### config.mk
export PLATFORM = sky130hd
export DESIGN_NAME = sqrt_fp_rnd
export DESIGN_NICKNAME = d
export VERILOG_FILES = /design/src/rtl/sqrt_fp_rnd.sv
export SDC_FILE = /design/constraint.sdc
export NUM_CORES = 1
export LEC_CHECK = 0
export ABC_AREA = 0
export BUFFER_PORTS_ARGS = -buffer_cell sky130_fd_sc_hd__buf_4
export CORE_ASPECT_RATIO = 0.5
export CORE_MARGIN = 2
export CORE_UTILIZATION = 40
export CTS_CLUSTER_SIZE = 12
export DETAILED_ROUTE_END_ITERATION = 8
export HOLD_SLACK_MARGIN = 0.12
export MAX_ROUTING_LAYER = met4
export PLACE_DENSITY_LB_ADDON = 0.25
export SETUP_SLACK_MARGIN = 0.2
export SYNTH_ARGS = -nofsm -noshare
export SYNTH_HDL_FRONTEND = slang
export SYNTH_SLANG_ARGS = --single-unit
### constraint.sdc
create_clock -name clk -period 2.9 [get_ports clk]
set_clock_uncertainty 0.2 [all_clocks]
set_input_delay 0.29 -clock clk [delete_from_list [all_inputs] [get_ports clk]]
set_output_delay 0.29 -clock clk [all_outputs]
set_load 0.01 [all_outputs]
### src/rtl/sqrt_fp_rnd.sv
// sqrt_fp_rnd -- iterative fixed-point square root (shift-subtract, 2 radicand
// bits per clock).
//
// Computes rt = floor(sqrt(rad * 2^FBITS)) and rm = rad * 2^FBITS - rt^2 in
// ITER = (WIDTH+FBITS)/2 clock cycles. Both rad and root are unsigned
// Q(WIDTH-FBITS).FBITS values.
//
// Optional build macro: SQRT_FP_ROUND_EN
//   When it is defined, one ROUND cycle is added after the iterations.
//   root = rt+1 when rm > rt, otherwise root = rt.
//   root saturates at 2^WIDTH-1.
//   rem still reports the truncation remainder.
//
// Parameters:
//   WIDTH  radicand/root word width. WIDTH+FBITS must be even.
//   FBITS  fractional bits. FBITS must be less than WIDTH.
//
// Ports:
//   clk    rising-edge clock
//   rst_n  asynchronous active-low reset
//   start  begin a calculation on the current rad (accepted in IDLE or DONE)
//   abort  cancel a running calculation (ignored when not busy)
//   rad    radicand
//   busy   calculation in progress
//   valid  one-cycle pulse when root/rem have been updated
//   root   square root result
//   rem    truncation remainder, in units of 2^-2FBITS
module sqrt_fp_rnd #(
  parameter int WIDTH = 32,
  parameter int FBITS = 10
) (
  input  logic             clk,
  input  logic             rst_n,
  input  logic             start,
  input  logic             abort,
  input  logic [WIDTH-1:0] rad,
  output logic             busy,
  output logic             valid,
  output logic [WIDTH-1:0] root,
  output logic [WIDTH:0]   rem
);

  localparam int ITER = (WIDTH + FBITS) / 2;
  localparam int XW   = 2 * ITER;
  localparam int CW   = (ITER > 1) ? $clog2(ITER) : 1;

`ifdef SQRT_FP_ROUND_EN
  typedef enum logic [1:0] {IDLE = 2'd0, CALC = 2'd1, ROUND = 2'd2, DONE = 2'd3} state_t;
`else
  typedef enum logic [1:0] {IDLE = 2'd0, CALC = 2'd1, DONE = 2'd3} state_t;
`endif

  state_t          state, state_nxt;
  logic [XW-1:0]   x;        // radicand shifted left two bits per iteration
  logic [ITER-1:0] rt;       // partial root
  logic [ITER+1:0] rm;       // partial remainder
  logic [CW-1:0]   cnt;      // iteration index

  logic [ITER+1:0] rm_trial;
  logic [ITER+1:0] test;
  logic            ge;
  logic [ITER+1:0] rm_nxt;
  logic [ITER-1:0] rt_nxt;
  logic            accept;
  logic            last;

`ifdef SQRT_FP_ROUND_EN
  // Round to nearest. The true root lies above rt+0.5 exactly when rm > rt.
  function automatic logic [WIDTH-1:0] round_sat(input logic [ITER-1:0] t,
                                                 input logic [ITER+1:0] m);
    logic          up;
    logic [WIDTH:0] sum;
    up  = (m > (ITER+2)'(t));
    sum = (WIDTH+1)'(t) + (WIDTH+1)'(up);
    if (sum[WIDTH]) return {WIDTH{1'b1}};
    return sum[WIDTH-1:0];
  endfunction
`endif

  // One shift-subtract step: bring down the next two radicand bits and try
  // to subtract 4*rt+1.
  always_comb begin
    rm_trial = {rm[ITER-1:0], x[XW-1 -: 2]};
    test     = {rt, 2'b01};
    ge       = (rm_trial >= test);
    rm_nxt   = ge ? (rm_trial - test) : rm_trial;
    rt_nxt   = {rt[ITER-2:0], ge};
  end

  assign accept = start && ((state == IDLE) || (state == DONE));
  assign last   = (cnt == CW'(ITER - 1));

  always_ff @(posedge clk or negedge rst_n) begin
    if (!rst_n) state <= IDLE;
    else        state <= state_nxt;
  end

  always_comb begin
    state_nxt = state;
    busy      = 1'b0;
    valid     = 1'b0;
    case (state)
      IDLE: begin
        if (start) state_nxt = CALC;
      end
      CALC: begin
        busy = 1'b1;
        if (abort)     state_nxt = IDLE;
`ifdef SQRT_FP_ROUND_EN
        else if (last) state_nxt = ROUND;
`else
        else if (last) state_nxt = DONE;
`endif
      end
`ifdef SQRT_FP_ROUND_EN
      ROUND: begin
        busy = 1'b1;
        if (abort) state_nxt = IDLE;
        else       state_nxt = DONE;
      end
`endif
      DONE: begin
        valid = 1'b1;
        if (start) state_nxt = CALC;
        else       state_nxt = IDLE;
      end
      default: state_nxt = IDLE;
    endcase
  end

  // ---- datapath: accumulators, then result registers ----
  always_ff @(posedge clk or negedge rst_n) begin
    if (!rst_n) begin
      x    <= '0;
      rt   <= '0;
      rm   <= '0;
      cnt  <= '0;
      root <= '0;
      rem  <= '0;
    end else if (accept) begin
      x   <= {rad, {FBITS{1'b0}}};
      rt  <= '0;
      rm  <= '0;
      cnt <= '0;
    end else if (state == CALC && !abort) begin
      x   <= x << 2;
      rt  <= rt_nxt;
      rm  <= rm_nxt;
      cnt <= cnt + CW'(1);
`ifndef SQRT_FP_ROUND_EN
      if (last) begin
        root <= WIDTH'(rt_nxt);
        rem  <= (WIDTH+1)'(rm_nxt);
      end
`endif
    end
`ifdef SQRT_FP_ROUND_EN
    else if (state == ROUND && !abort) begin
      root <= round_sat(rt, rm);
      rem  <= (WIDTH+1)'(rm);
    end
`endif
  end

endmodule
=== Yosys cells after proc, flatten, opt, wreduce, memory -nomap -nowiden ===
Cells that the tools add are included.

* $add $sub $neg: 2
* Order comparisons: 1
* Equal/unequal tests: 5
* Mux-type cells: 16
* Bitwise logic cells: 1
* Reduce and logical (&&, ||, !) cells: 8

{| class="wikitable"
|+ Operator list
! kind !! count
|-
| 2-to-1 mux 21 bit || 4
|-
| 2-to-1 mux 42 bit || 2
|-
| >= comparator 23 bit || 1
|-
| 2-to-1 mux 23 bit || 1
|-
| subtractor 23 bit || 1
|-
| 2-to-1 mux 5 bit || 2
|-
| 2-to-1 mux 2 bit || 3
|-
| case mux 2 bit (3 select lines) || 1
|-
| adder 5 x 1 -> 5 bit, second input constant || 1
|-
| equality test 5 bit, second input constant || 1
|-
| 2-to-1 mux 1 bit || 3
|-
| != test 3 bit, second input constant || 1
|-
| AND reduction 3 bit || 1
|-
| equality test 2 x 1 -> 1 bit, second input constant || 1
|-
| equality test 2 bit, second input constant || 1
|-
| logical AND 1 bit || 2
|-
| zero test 2 bit || 1
|-
| != test 2 bit, second input constant || 1
|-
| AND reduction 2 bit || 1
|-
| nonzero test 2 bit || 1
|-
| zero test 1 bit || 1
|-
| logical OR 1 bit || 1
|-
| inverter 1 bit || 1
|}

* Register bits: 135
* Input port bits: 36

=== Longest topological paths before layout ===
* Word-level depth: 5
* Gate-level depth with buffers: 12

=== Least setup slack after synthesis ===
No wires, ideal clock.

* Kind: reg-to-reg
* From: reg rt[10]
* To: reg rm[13]
* Arrival time: 2.595 ns
* Path slack: 0.011 ns
* Stages on the path, launching flop included: 13
* Path buffers: 3
* Path through: dfrtp_1 > inv_1 > ha_1 > buf_6 > and3_1 > buf_6 > and4_1 > a211o_1 > a221o_1 > a41o_1 > buf_6 > mux2i_1 > a211oi_1

* Word-level cells in the longest chain between the ends: 4
* Elaborated cells on any way between the ends: 5
* Those cells by class: add/sub: 1; order compare: 1; mux: 3

{| class="wikitable"
|+ Ends and longest elaborated chain
! element !! RTL line !! RTL
|-
| start, declared || 55 || <nowiki>logic [ITER-1:0] rt;</nowiki>
|-
| start signal, assigned || 147 || <nowiki>rt <= rt_nxt;</nowiki>
|-
| subtractor 23 bit / >= comparator 23 bit (equally long branches) || 86, 85 ||
|-
| 2-to-1 mux 23 bit (*) || 86 || <nowiki>rm_nxt = ge ? (rm_trial - test) : rm_trial;</nowiki>
|-
| 2-to-1 mux 21 bit (*) || 145 || <nowiki>end else if (state == CALC && !abort) begin</nowiki>
|-
| 2-to-1 mux 21 bit (*) || 140 || <nowiki>end else if (accept) begin</nowiki>
|-
| end signal, assigned || 148 || <nowiki>rm <= rm_nxt;</nowiki>
|-
| end, declared || 56 || <nowiki>logic [ITER+1:0] rm;</nowiki>
|}

Mark *: on every way between the ends. The rest lies on a longest branch, timed or not. The select of a mux whose other input is x is not followed.
A chain may end at the register's enable or synchronous reset.

=== Worst setup path after layout ===
* From: reg rt[9]
* To: reg rem[19]

* Word-level cells in the longest chain between the ends: 2
* Elaborated cells on any way between the ends: 3
* Those cells by class: add/sub: 1; order compare: 1; mux: 1

{| class="wikitable"
|+ Ends and longest elaborated chain
! element !! RTL line !! RTL
|-
| subtractor 23 bit / >= comparator 23 bit (equally long branches) || 86, 85 ||
|-
| 2-to-1 mux 23 bit (*) || 86 ||
|-
| end signal, assigned || 153 || <nowiki>rem <= (WIDTH+1)'(rm_nxt);</nowiki>
|-
| end, declared || 40 || <nowiki>output logic [WIDTH:0] rem</nowiki>
|}

Mark *: on every way between the ends. The rest lies on a longest branch, timed or not.

==> out/qor.txt <==
Yosys warnings -> 0
P_leak -> 4.41 nW
Data required, critical path -> 3.03 ns
DR pass1 iterations -> 5
Buf/Inv on CP -> 3
unrepaired setup endpoints after global routing -> yes
largest net degree at the start of global routing -> 63
Placement Setup Slack -> -0.00888 ns
Core ar. -> 16,600 µm²
Slew @ Worst Pin -> 0.631 ns
DRC violations left -> 0
fill cell total of the finished layout -> 1,395
Post-Syn Instances -> 809
Comb pwr share -> 0.595
DR iter-0 viols -> 363
Initial Util -> 0.416
Routed WL -> 20.3 mm
vias -> 6,420
post-route minimum period -> 2.80 ns
Yosys cell types -> 52
Worst Path Arrival -> 2.93 ns
Max Root-Sink Buffers -> 2
Worst path max stage delay -> 0.39 ns
critical path's slowest cell -> dfrtp_1
share of power burned in registers -> 0.218
Detail Route Antenna Nets -> 0
GRT Util Overall -> 0.228
status -> complete, no violations
global-route wire length before repair -> 32.4 mm
EDFF count, synth -> 0
WS Path Type -> flip-flop to flip-flop
IO buf count -> 81
cts bufs inserted -> 17
# H-tree levels -> 4
WHS -> 0.161 ns
max-cap violation count -> 0
clk root buf -> clkbuf_16
GR Overflow Total -> 0
CTS tree -> built
Yosys top cell area share -> 0.452
leading register cell type out of synthesis -> dfrtp_1
commonest non-fill, non-tap cells in the layout -> 166 x nand2_1, 142 x buf_4, 124 x dfrtp_1
Startpoint Class -> flip-flop
clk_lat worst skew -> 0.42 ns
Async SR Flop Fraction -> 1.00
cell taking the most area after synthesis -> dfrtp_1
initial antenna violation count -> 0
crit path cell chain -> inv_2 -> ha_4 -> and3_4 -> and4_4 -> a211o_1 -> a221o_1 -> buf_6 -> a41oi_4 -> buf_6 -> nand2_4 -> a31oi_2
slew margin rel. -> 0.580
commonest non-fill, non-tap cell in the layout -> nand2_1
Ant. Diodes -> 0
post-synthesis sequential area ratio -> 0.452
Sw Pwr -> 4.84 mW
die width -> 190 µm
clock-pin slew on the worst setup and hold paths -> 0.06 ns
#FFs+latches synth -> 125
Worst Setup End Kind -> flip-flop
Final Net Count -> 1,039
row count -> 33
syn avg cell area -> 8.56 µm²
cell internal pwr -> 6.92 mW
dpl hpwl -> 13.2 mm
dpl cells -> 1,109
Layout area overhead -> 43.4%
worst vdd ir -> 0.670 mV
Max Slew Vio Count -> 0
Die Footprint -> 18,500 µm²
Sink Count -> 125
sw frac -> 0.411
min-delay worst type -> input pin to flip-flop
clock group share of total power -> 0.187
per-cell routed wire length -> 16.7 µm
final setup violation count -> 0
Worst Slack Setup Final -> 0.0997 ns
Max Fclk -> 0.357 GHz
CP max FO -> 6
vias per cell -> 5.28
Final Non-Filler Cells -> 1,215
CP dominant cell by count -> buf_6
fraction of the cycle the final worst path needs -> 0.966
Placer Congestion -> 0.922
top post-synthesis cells by area -> dfrtp_1 45%, nand2_1 9.2%, ha_1 5.1%, a21oi_1 4.3%, o21ai_0 4.0%
critical path's top delay family -> compound AO/OA/AOI/OAI gates
I/O Pins -> 103
Die H -> 97.1 µm
layout cell share with drive strength beyond 1 -> 0.290
Syn Std Cell Area -> 6930 µm²
vias in the first global route -> 6,387
PD cells -> 1180 nW/µm²
final hold violations -> 0
[final timing paths]
kind                                      start                   end  slack (ns)  cells after the start
min reg2reg                root[10]$_DFFE_PN0P_  root[10]$_DFFE_PN0P_        0.28                      2
max in group asynchronous                 rst_n    rem[7]$_DFFE_PN0P_        1.60                      3
max                           rt[9]$_DFFE_PN0P_   rem[19]$_DFFE_PN0P_         0.1                     11
min in group asynchronous                 rst_n     x[13]$_DFFE_PN0P_        0.19                      2
max reg2reg                   rt[9]$_DFFE_PN0P_   rem[19]$_DFFE_PN0P_         0.1                     11
min                                       abort    rm[18]$_DFFE_PN0P_        0.16                      4
[Yosys cell counts (5+ instances only)]
library cell,number
a211oi_1,8
a21o_1,7
a21oi_1,60
a31oi_1,37
and3_1,5
buf_4,22
buf_6,5
clkbuf_1,44
dfrtp_1,125
ha_1,28
inv_1,30
mux2i_1,16
nand2_1,170
nand2b_1,9
nand3_1,10
nand4_1,10
nor2_1,57
nor3_1,8
o211ai_1,5
o21ai_0,56
o21ai_1,14
xnor2_1,9
xor2_1,11
[layer usage]
layer  part of all wire  track usage
met3              0.041       0.0430
met4              0.013       0.0704
met1               0.46        0.304
met2               0.49        0.353
met5                  0            -
[final cells by class]
type,instances,area (µm²),share of cell area
clock buffers,22,464,0.0467
clock inverters,10,139,0.0140
inverters,30,113,0.0113
multi-input cells,595,4000,0.402
flip-flops and latches,125,3130,0.315
well taps,227,284,0.0286
repair buffers,206,1810,0.182
[state kept, by name (all words and copies together), names as in the netlist]
signal,count
rem,23
cnt,5
root,21
rt,21
state,2
rm,21
x,32
[stage by stage]
stage	TNS, ns	power, mW	util	instance area [µm²]
floorplan	0	5.88	-	7030
global placement	0	7.32	0.479	7960
detailed placement	-0.00888	7.40	0.479	7960
CTS	0	10.7	0.568	9440
global route	0	12.5	0.597	9930
finish	0	11.8	0.597	9930
[logic make-up (layout without fill, tap and decap cells)]
logic type | count (synthesis) | in the layout | share of synthesized area
buf+inv | 109 | 268 | 0.0771
compound gates | 223 | 223 | 0.196
simple gates | 287 | 287 | 0.176
mux | 16 | 16 | 0.0231
other cells | 1 | 21 | 0.000541
xor+xnor | 20 | 20 | 0.0253
fa+ha+maj | 28 | 28 | 0.0506
flops | 125 | 125 | 0.452
[power groups by stage]
stage               Clock (mW)  Combinational, mW  Sequential, mW
finish                    2.19               7.00            2.56
global route              2.32               7.57            2.60
CTS                       2.23               5.96            2.51
detailed placement           0               4.91            2.49
global placement             0               4.84            2.48
floorplan                    0               3.47            2.41
[repair_timing]
| action | in CTS | in global routing |
|---|---|---|
| pin swaps | 13 | 18 |
| gates resized for setup | 48 | 80 |
| setup endpoints to repair | 44 | 47 |
| gates cloned | 1 | 2 |
| endpoints found under the hold margin | 110 | 0 |
| hold buffers | 48 | 0 |
| buffers inserted | 16 | 7 |
[worst register-to-register path, stage by stage, from the launching register on]
cell,delay [ns]
dfrtp_1,0.39
inv_2,0.08
ha_4,0.20
and3_4,0.18
and4_4,0.18
a211o_1,0.25
a221o_1,0.35
buf_6,0.14
a41oi_4,0.26
buf_6,0.21
nand2_4,0.07
a31oi_2,0.20
(Power assumes the default switching activity.)
